$ cat config.mk
export PLATFORM = sky130hd
export DESIGN_NAME = mem_master
export DESIGN_NICKNAME = d
export VERILOG_FILES = /design/src/rtl/mem_pkg.sv /design/src/rtl/mem_master.sv
export SDC_FILE = /design/constraint.sdc
export NUM_CORES = 1
export LEC_CHECK = 0
export ABC_AREA = 1
export CORE_UTILIZATION = 45
export CTS_CLUSTER_DIAMETER = 30
export DETAILED_ROUTE_END_ITERATION = 12
export GPL_ROUTABILITY_DRIVEN = 0
export GPL_TIMING_DRIVEN = 0
export PLACE_DENSITY = 0.78
export SYNTH_ARGS = -nofsm -noshare
export SYNTH_HDL_FRONTEND = slang
export SYNTH_SLANG_ARGS = --single-unit
export TNS_END_PERCENT = 100
$ cat constraint.sdc
create_clock -name clk -period 1.6 [get_ports clk]
set_clock_uncertainty 0.05 [all_clocks]
set_input_delay 0.24 -clock clk [delete_from_list [all_inputs] [get_ports clk]]
set_output_delay 0.24 -clock clk [all_outputs]
set_load 0.05 [all_outputs]
$ cat src/rtl/mem_pkg.sv
// Shared definitions for the byte-wide RAM initiator and its RAM bench.
package mem_pkg;

  // Controller states.
  typedef enum logic [1:0] {
    StIdle  = 2'd0,
    StIssue = 2'd1,
    StWait  = 2'd2,
    StDone  = 2'd3
  } state_e;

  // Byte index within a 16-bit access (little-endian).
  localparam logic IdxLo = 1'b0;
  localparam logic IdxHi = 1'b1;

endpackage

$ cat src/rtl/mem_master.sv
// Bus initiator: splits 8/16-bit load/store requests into single-byte RAM
// transactions with a ready handshake and a per-byte timeout.
module mem_master
  import mem_pkg::*;
#(
  parameter int unsigned size_addr = 8,
  parameter int unsigned timeout   = 8
) (
  input  logic                 clk,
  input  logic                 reset,
  input  logic                 req,
  input  logic                 we,
  input  logic                 wide,
  input  logic [size_addr-1:0] addr,
  input  logic [15:0]          wdata,
  output logic [15:0]          rdata,
  output logic                 busy,
  output logic                 done,
  output logic                 err,
  output logic                 mem_read,
  output logic                 mem_write,
  output logic [size_addr-1:0] mem_address,
  output logic [7:0]           mem_wdata,
  input  logic [7:0]           mem_rdata,
  input  logic                 mem_ready_r,
  input  logic                 mem_ready_w
);

  localparam int unsigned TimerW = $clog2(timeout);
  localparam logic [TimerW-1:0] TimerLast = TimerW'(timeout - 1);

  state_e                 state_q, state_d;
  logic                   we_q, we_d;
  logic                   wide_q, wide_d;
  logic [size_addr-1:0]   addr_q, addr_d;
  logic [15:0]            wdata_q, wdata_d;
  logic                   idx_q, idx_d;
  logic [TimerW-1:0]      timer_q, timer_d;
  // Load bytes collected so far; published to rdata only on completion.
  logic [15:0]            rbuf_q, rbuf_d;
  logic [15:0]            rdata_q, rdata_d;
  logic                   busy_q, busy_d;
  logic                   done_q, done_d;
  logic                   err_q, err_d;
  logic                   mem_read_q, mem_read_d;
  logic                   mem_write_q, mem_write_d;
  logic [size_addr-1:0]   mem_address_q, mem_address_d;
  logic [7:0]             mem_wdata_q, mem_wdata_d;
  logic                   ready_match;

  // Next-state and registered-output computation.
  always_comb begin
    state_d       = state_q;
    we_d          = we_q;
    wide_d        = wide_q;
    addr_d        = addr_q;
    wdata_d       = wdata_q;
    idx_d         = idx_q;
    timer_d       = timer_q;
    rbuf_d        = rbuf_q;
    rdata_d       = rdata_q;
    err_d         = err_q;
    mem_read_d    = 1'b0;
    mem_write_d   = 1'b0;
    mem_address_d = mem_address_q;
    mem_wdata_d   = mem_wdata_q;
    ready_match   = we_q ? mem_ready_w : mem_ready_r;

    unique case (state_q)
      StIdle: begin
        if (req) begin
          state_d       = StIssue;
          we_d          = we;
          wide_d        = wide;
          addr_d        = addr;
          wdata_d       = wdata;
          idx_d         = IdxLo;
          err_d         = 1'b0;
          rbuf_d        = '0;
          mem_read_d    = !we;
          mem_write_d   = we;
          mem_address_d = addr;
          mem_wdata_d   = wdata[7:0];
        end
      end
      StIssue: begin
        state_d = StWait;
        timer_d = '0;
      end
      StWait: begin
        // A ready in the last timer cycle still wins over the timeout.
        if (ready_match) begin
          if (!we_q) begin
            if (idx_q == IdxHi) rbuf_d[15:8] = mem_rdata;
            else                rbuf_d[7:0]  = mem_rdata;
          end
          if (!wide_q || idx_q == IdxHi) begin
            state_d = StDone;
          end else begin
            state_d       = StIssue;
            idx_d         = IdxHi;
            mem_read_d    = !we_q;
            mem_write_d   = we_q;
            mem_address_d = addr_q + size_addr'(1);
            mem_wdata_d   = wdata_q[15:8];
          end
        end else if (timer_q == TimerLast) begin
          err_d   = 1'b1;
          state_d = StDone;
        end else begin
          timer_d = timer_q + TimerW'(1);
        end
      end
      StDone: begin
        state_d = StIdle;
      end
      default: begin
        state_d = StIdle;
      end
    endcase

    // Loads publish on completion; uncaptured bytes are already zero in rbuf.
    if (state_q == StWait && state_d == StDone && !we_q) rdata_d = rbuf_d;

    busy_d = (state_d != StIdle);
    done_d = (state_d == StDone);
  end

  // State and output registers with synchronous reset.
  always_ff @(posedge clk) begin
    if (reset) begin
      state_q       <= StIdle;
      we_q          <= 1'b0;
      wide_q        <= 1'b0;
      addr_q        <= '0;
      wdata_q       <= '0;
      idx_q         <= IdxLo;
      timer_q       <= '0;
      rbuf_q        <= '0;
      rdata_q       <= '0;
      busy_q        <= 1'b0;
      done_q        <= 1'b0;
      err_q         <= 1'b0;
      mem_read_q    <= 1'b0;
      mem_write_q   <= 1'b0;
      mem_address_q <= '0;
      mem_wdata_q   <= '0;
    end else begin
      state_q       <= state_d;
      we_q          <= we_d;
      wide_q        <= wide_d;
      addr_q        <= addr_d;
      wdata_q       <= wdata_d;
      idx_q         <= idx_d;
      timer_q       <= timer_d;
      rbuf_q        <= rbuf_d;
      rdata_q       <= rdata_d;
      busy_q        <= busy_d;
      done_q        <= done_d;
      err_q         <= err_d;
      mem_read_q    <= mem_read_d;
      mem_write_q   <= mem_write_d;
      mem_address_q <= mem_address_d;
      mem_wdata_q   <= mem_wdata_d;
    end
  end

  assign rdata       = rdata_q;
  assign busy        = busy_q;
  assign done        = done_q;
  assign err         = err_q;
  assign mem_read    = mem_read_q;
  assign mem_write   = mem_write_q;
  assign mem_address = mem_address_q;
  assign mem_wdata   = mem_wdata_q;

endmodule

* Yosys cells after proc, flatten, opt, wreduce, memory -nomap -nowiden *
Cells that the tools add are included.

cells by class
  $lt $le $gt $ge = 0
  divide/modulo/power cells = 0
  multipliers = 0
  bitwise operators = 0
  equal/unequal tests = 11
  mux-type cells = 38
  add/sub/neg operators = 2
  reduce and logical (&&, ||, !) cells = 14
  shifts and indexed selects = 0

operators by type and width
  cell                                            number
  2-to-1 mux 8 bit                                8
  2-to-1 mux 16 bit                               3
  case mux 16 bit (2 select lines)                1
  case mux 8 bit (2 select lines)                 2
  2-to-1 mux 1 bit                                12
  != test 2 bit (second input constant)           6
  adder 8 x 1 -> 8 bit (second input constant)    1
  2-to-1 mux 2 bit                                4
  case mux 1 bit (2 select lines)                 4
  case mux 2 bit (4 select lines)                 1
  AND reduction 4 bit                             2
  == test 2 bit (second input constant)           3
  2-to-1 mux 3 bit                                2
  case mux 3 bit (2 select lines)                 1
  nonzero test 2 bit                              3
  adder 3 x 1 -> 3 bit (second input constant)    1
  == test 3 bit (second input constant)           1
  zero test 1 bit                                 3
  AND reduction 3 bit                             1
  == test 2 x 1 -> 1 bit (second input constant)  1
  logical AND 1 bit                               2
  zero test 2 bit                                 1
  AND reduction 2 bit                             1
  logical OR 1 bit                                1

word-level totals
  bits in read-only memories = 0
  register bits = 85
  bits in latches = 0
  RAM bits = 0
  output and inout bits = 37
  logic and storage cells = 81
  memories = 0
  bits of input ports = 39

* Depth between registers and ports, before layout *
  word-level depth = 8
  gate-level depth with buffers = 10
  mapped depth without buffers = 9

* Worst setup path before layout *
Ideal clock, no wire load.

  path kind = register to register
  start = register timer_q[0]
  end = register rdata_q[12] (netlist: rdata[12])
  path buffers = 1
  arrival = 1.440 ns
  stages on the path, launching flop included = 11
  required time = 1.437 ns
  setup slack = -0.003 ns
  period minus slack after synthesis = 1.603 ns
  library setup time = 0.113 ns
  path through = dfxtp_1 > ha_1 > ha_1 > or2_1 > nand2_1 > nand2_1 > nand3_2 > buf_2 > nand2_1 > nand2_1 > nor2_1

on the way
  longest elaborated chain between the ends = 7

RTL lines
  element                          RTL line           text
  start, declared                  mem_master.sv:38   logic [TimerW-1:0] timer_q, timer_d;
  start signal, assigned           mem_master.sv:155  timer_q <= timer_d;
  == test 3 bit                    mem_master.sv:107  end else if (timer_q == TimerLast) begin
  2-to-1 mux 2 bit                 mem_master.sv:107
  2-to-1 mux 2 bit                 mem_master.sv:92   if (ready_match) begin
  case mux 2 bit (4 select lines)  mem_master.sv:69   unique case (state_q)
  == test 2 bit                    mem_master.sv:123  if (state_q == StWait && state_d == StDone && !we_q) rdata_d = rbuf_d;
  logical AND 1 bit (2 in series)  mem_master.sv:123
  end signal, assigned             mem_master.sv:157  rdata_q <= rdata_d;
  end, declared                    mem_master.sv:41   logic [15:0] rdata_q, rdata_d;

Every way passes these cells.
A chain may end at the register's enable or synchronous reset.

* Worst setup path after layout *
  start = register timer_q[1]
  end = register rdata_q[14] (netlist: rdata[14])

The elaborated chain is that of the path after synthesis.

==> impl_metrics.toml <==
[placement]
placed_area_mm2 = 0.00414
preCtsSetupSlack_ns = -0.330
hpwlAfterDp_um = 5990
io_buffers = 74
dp.cells = 651

[worst_setup_path]
critPathMaxFanout = 6
cp-end-kind = "flop"
cp.arrival_ns = 1.84
worstSetupStartpointType = "flop"
crit_chain = "ha_4 > ha_4 > or2_1 > nand2_1 > nand2_2 > nand3_4 > buf_6 > nand2_2 > nand2_1 > nor2_1"
crit_buf_inv = 1
critPathSlowestCell = "dfxtp_2"
cp_top_family = "simple AND/OR/NAND/NOR gates"
crit_type = "reg2reg"
critPathRequiredTime_ns = 1.80
max_stage_delay_ns = 0.34

[pwr]
powerDensity_mw_per_mm2 = 1180
seqPwrFrac_pct = 41.2
p_switching_mw = 1.85
pwr-share-comb_pct = 27.8
swShare_pct = 34.5
irDropWorstVdd_mv = 0.777
p_int_mw = 3.50
power_frac_clock_pct = 31.0
leakage_nw = 2.14

[sta]
final-max-slew-violation-count = 0
worst_pin_slew_ns = 0.529
grt_setup_unrepaired = "true"
hold_viol = 0
slew_headroom_pct = 64.7
min_period_ns = 1.64
finalCritPeriodShare_pct = 103
max_freq_mhz = 610
finalSetupViolCount = 16
fin_ws_ns = -0.0404

[route]
vias = 3291
drtAntennaViolNets = 0
drt-initial-drc-count = 225
detail_route.wl_per_cell_um = 12.7
routed_wl_um = 8620
drt_pass1_iterations = 4
via_per_inst = 4.86
drc = 0

[clock_tree]
cts.sinks = 77
cts_tree = "built"
clk_path_buf_depth = 2
clock_latency_ns = 0.35
cts-root-buf = "clkbuf_8"
path_clk_slew_ns = 0.09
cts-buffers-inserted = 9
htreeDepth = 3

[synth]
synth.distinct_cells = 23
yosysSeqAreaShare_pct = 47.0
synth_fp_nets = 523
synth-seq-cells = 77
ys_warn_count = 0
avgSynthCellArea_um2 = 6.82
syn_area_mm2 = 0.00328
netlist_instances = 481

[layout]
drive_gt1_share_pct = 12.6
fin_cells = 677
final_cell_area_mm2 = 0.00454
ff_latch_area_mm2 = 0.00155
diodes = 0
area_growth_pct = 38.4
fill_cells = 636
nets = 618
multiInputGateArea_mm2 = 0.00152

[global_route]
grt_pass1_vias = 3048
grt_antenna_before_repair = 0
grt_usage_pct = 23.8
grt_overflow = 0
grt_pass1_wl_um = 13900
grt_max_degree = 14

[floorplan]
io_pins = 76
fp.dieW_um = 87.4
core_area_mm2 = 0.00691
start_util_pct = 47.5
core.rowCount = 30
fp.dieH_um = 87.4
dieArea_mm2 = 0.00764

[min_path]
hold_class = "in2reg"

[run_status]
violations = "setup timing"
outcome = "finished, violations left"

[job]
drv_cap = 0
timing repair:
item	4_1_cts	5_1_grt
endpoints found under the setup margin	53	52
buffers inserted	4	4
gates resized for setup	50	40
hold buffers	0	0
gates cloned	2	0
pin swaps	2	11
layout by cell type, fill, tap and decap left out, types with 3 or more instances in the layout:
cell,instances
buf_6,6
o21ai_0,51
inv_1,55
nand2_1,106
nor2_1,87
a21oi_1,32
clkbuf_2,3
nand3_1,12
clkdlybuf4s50_1,36
o21ai_1,3
nand2_2,14
inv_2,5
dfxtp_2,3
clkbuf_4,3
dfxtp_1,74
clkbuf_8,10
nor2_4,3
buf_4,9
clkbuf_1,8
dlygate4sd2_1,37
area by class of cell:
cell class / count / area share [%]
Buffer: 20 / 2.76
Clock buffer: 10 / 3.03
Clock inverter: 6 / 1.90
Inverter: 60 / 4.96
Multi-Input combinational cell: 324 / 33.5
Sequential cell: 77 / 34.0
Tap cell: 96 / 2.65
Timing Repair Buffer: 84 / 17.2
routing by layer:
metal	global-route usage (%)	vias up	part of all wire (%)
li1	-	1677	-
met1	30.4	1513	45
met2	39.0	90	49
met3	5.97	11	5.5
met4	8.20	0	1.2
met5	0	-	0
final timing paths:
kind                                  start  depth (start not counted)  slack [ns]           to
worst max-delay path             timer_q[1]                         10       -0.04    rdata[14]
worst min-delay path                  reset                          2        0.26   rbuf_q[10]
worst max register to register   timer_q[1]                         10       -0.04    rdata[14]
worst min register to register  wdata_q[10]                          2        0.41  wdata_q[10]
logic make-up after synthesis:
logic type | count (synthesis) | synth area share [%]
simple gates | 229 | 27.8
flops | 77 | 47.0
compound gates | 90 | 14.0
fa+ha+maj | 3 | 1.14
xor+xnor | 2 | 0.534
buf+inv | 80 | 9.50
flip-flops by register name (all words and copies together) (netlist names), 2 cells and up:
name,count
mem_wdata,8
state_q,2
addr_q,8
rdata,16
wdata_q,8
timer_q,3
mem_address,8
rbuf_q,16
cells in the mapped netlist:
library cell	n	area, um^2
a21oi_1	32	160
a21oi_2	1	8.76
a31oi_1	2	12.5
buf_2	9	45.0
clkbuf_1	11	41.3
dfxtp_1	77	1540
ha_1	3	37.5
inv_1	55	206
inv_2	5	18.8
nand2_1	119	447
nand2_2	1	6.26
nand3_1	12	60.1
nand3_2	1	10.0
nor2_1	88	330
nor2_2	3	18.8
nor2_4	1	11.3
nor3_2	1	10.0
o21ai_0	53	265
o21ai_1	1	5.00
o21ai_2	1	8.76
or2_1	1	6.26
or2_2	2	12.5
xor2_1	2	17.5
through the flow:
step / hold slack [ns] / setup TNS [ns] / power [mW] / util (%)
after global routing: 0.271 / -1.29 / 5.59 / 65.7
after global placement: 0.385 / -10.54 / 3.67 / 60.0
final: 0.256 / -0.383 / 5.35 / 65.7
after CTS: 0.254 / -0.0000496 / 5.27 / 63.7
after detailed placement: 0.395 / -11.89 / 3.69 / 60.0
after floorplan: 0.354 / -0.0126 / 3.19 / -
power groups by stage:
stage          Clock, mW  Sequential, mW  Combinational (mW)
2_1_floorplan          0            2.65               0.542
3_3_place_gp           0            2.24                1.43
3_5_place_dp           0            2.25                1.44
4_1_cts             1.66            2.20                1.40
5_1_grt             1.75            2.23                1.61
6_report            1.66            2.20                1.49
Note: power is estimated with default switching activity, not from simulation.
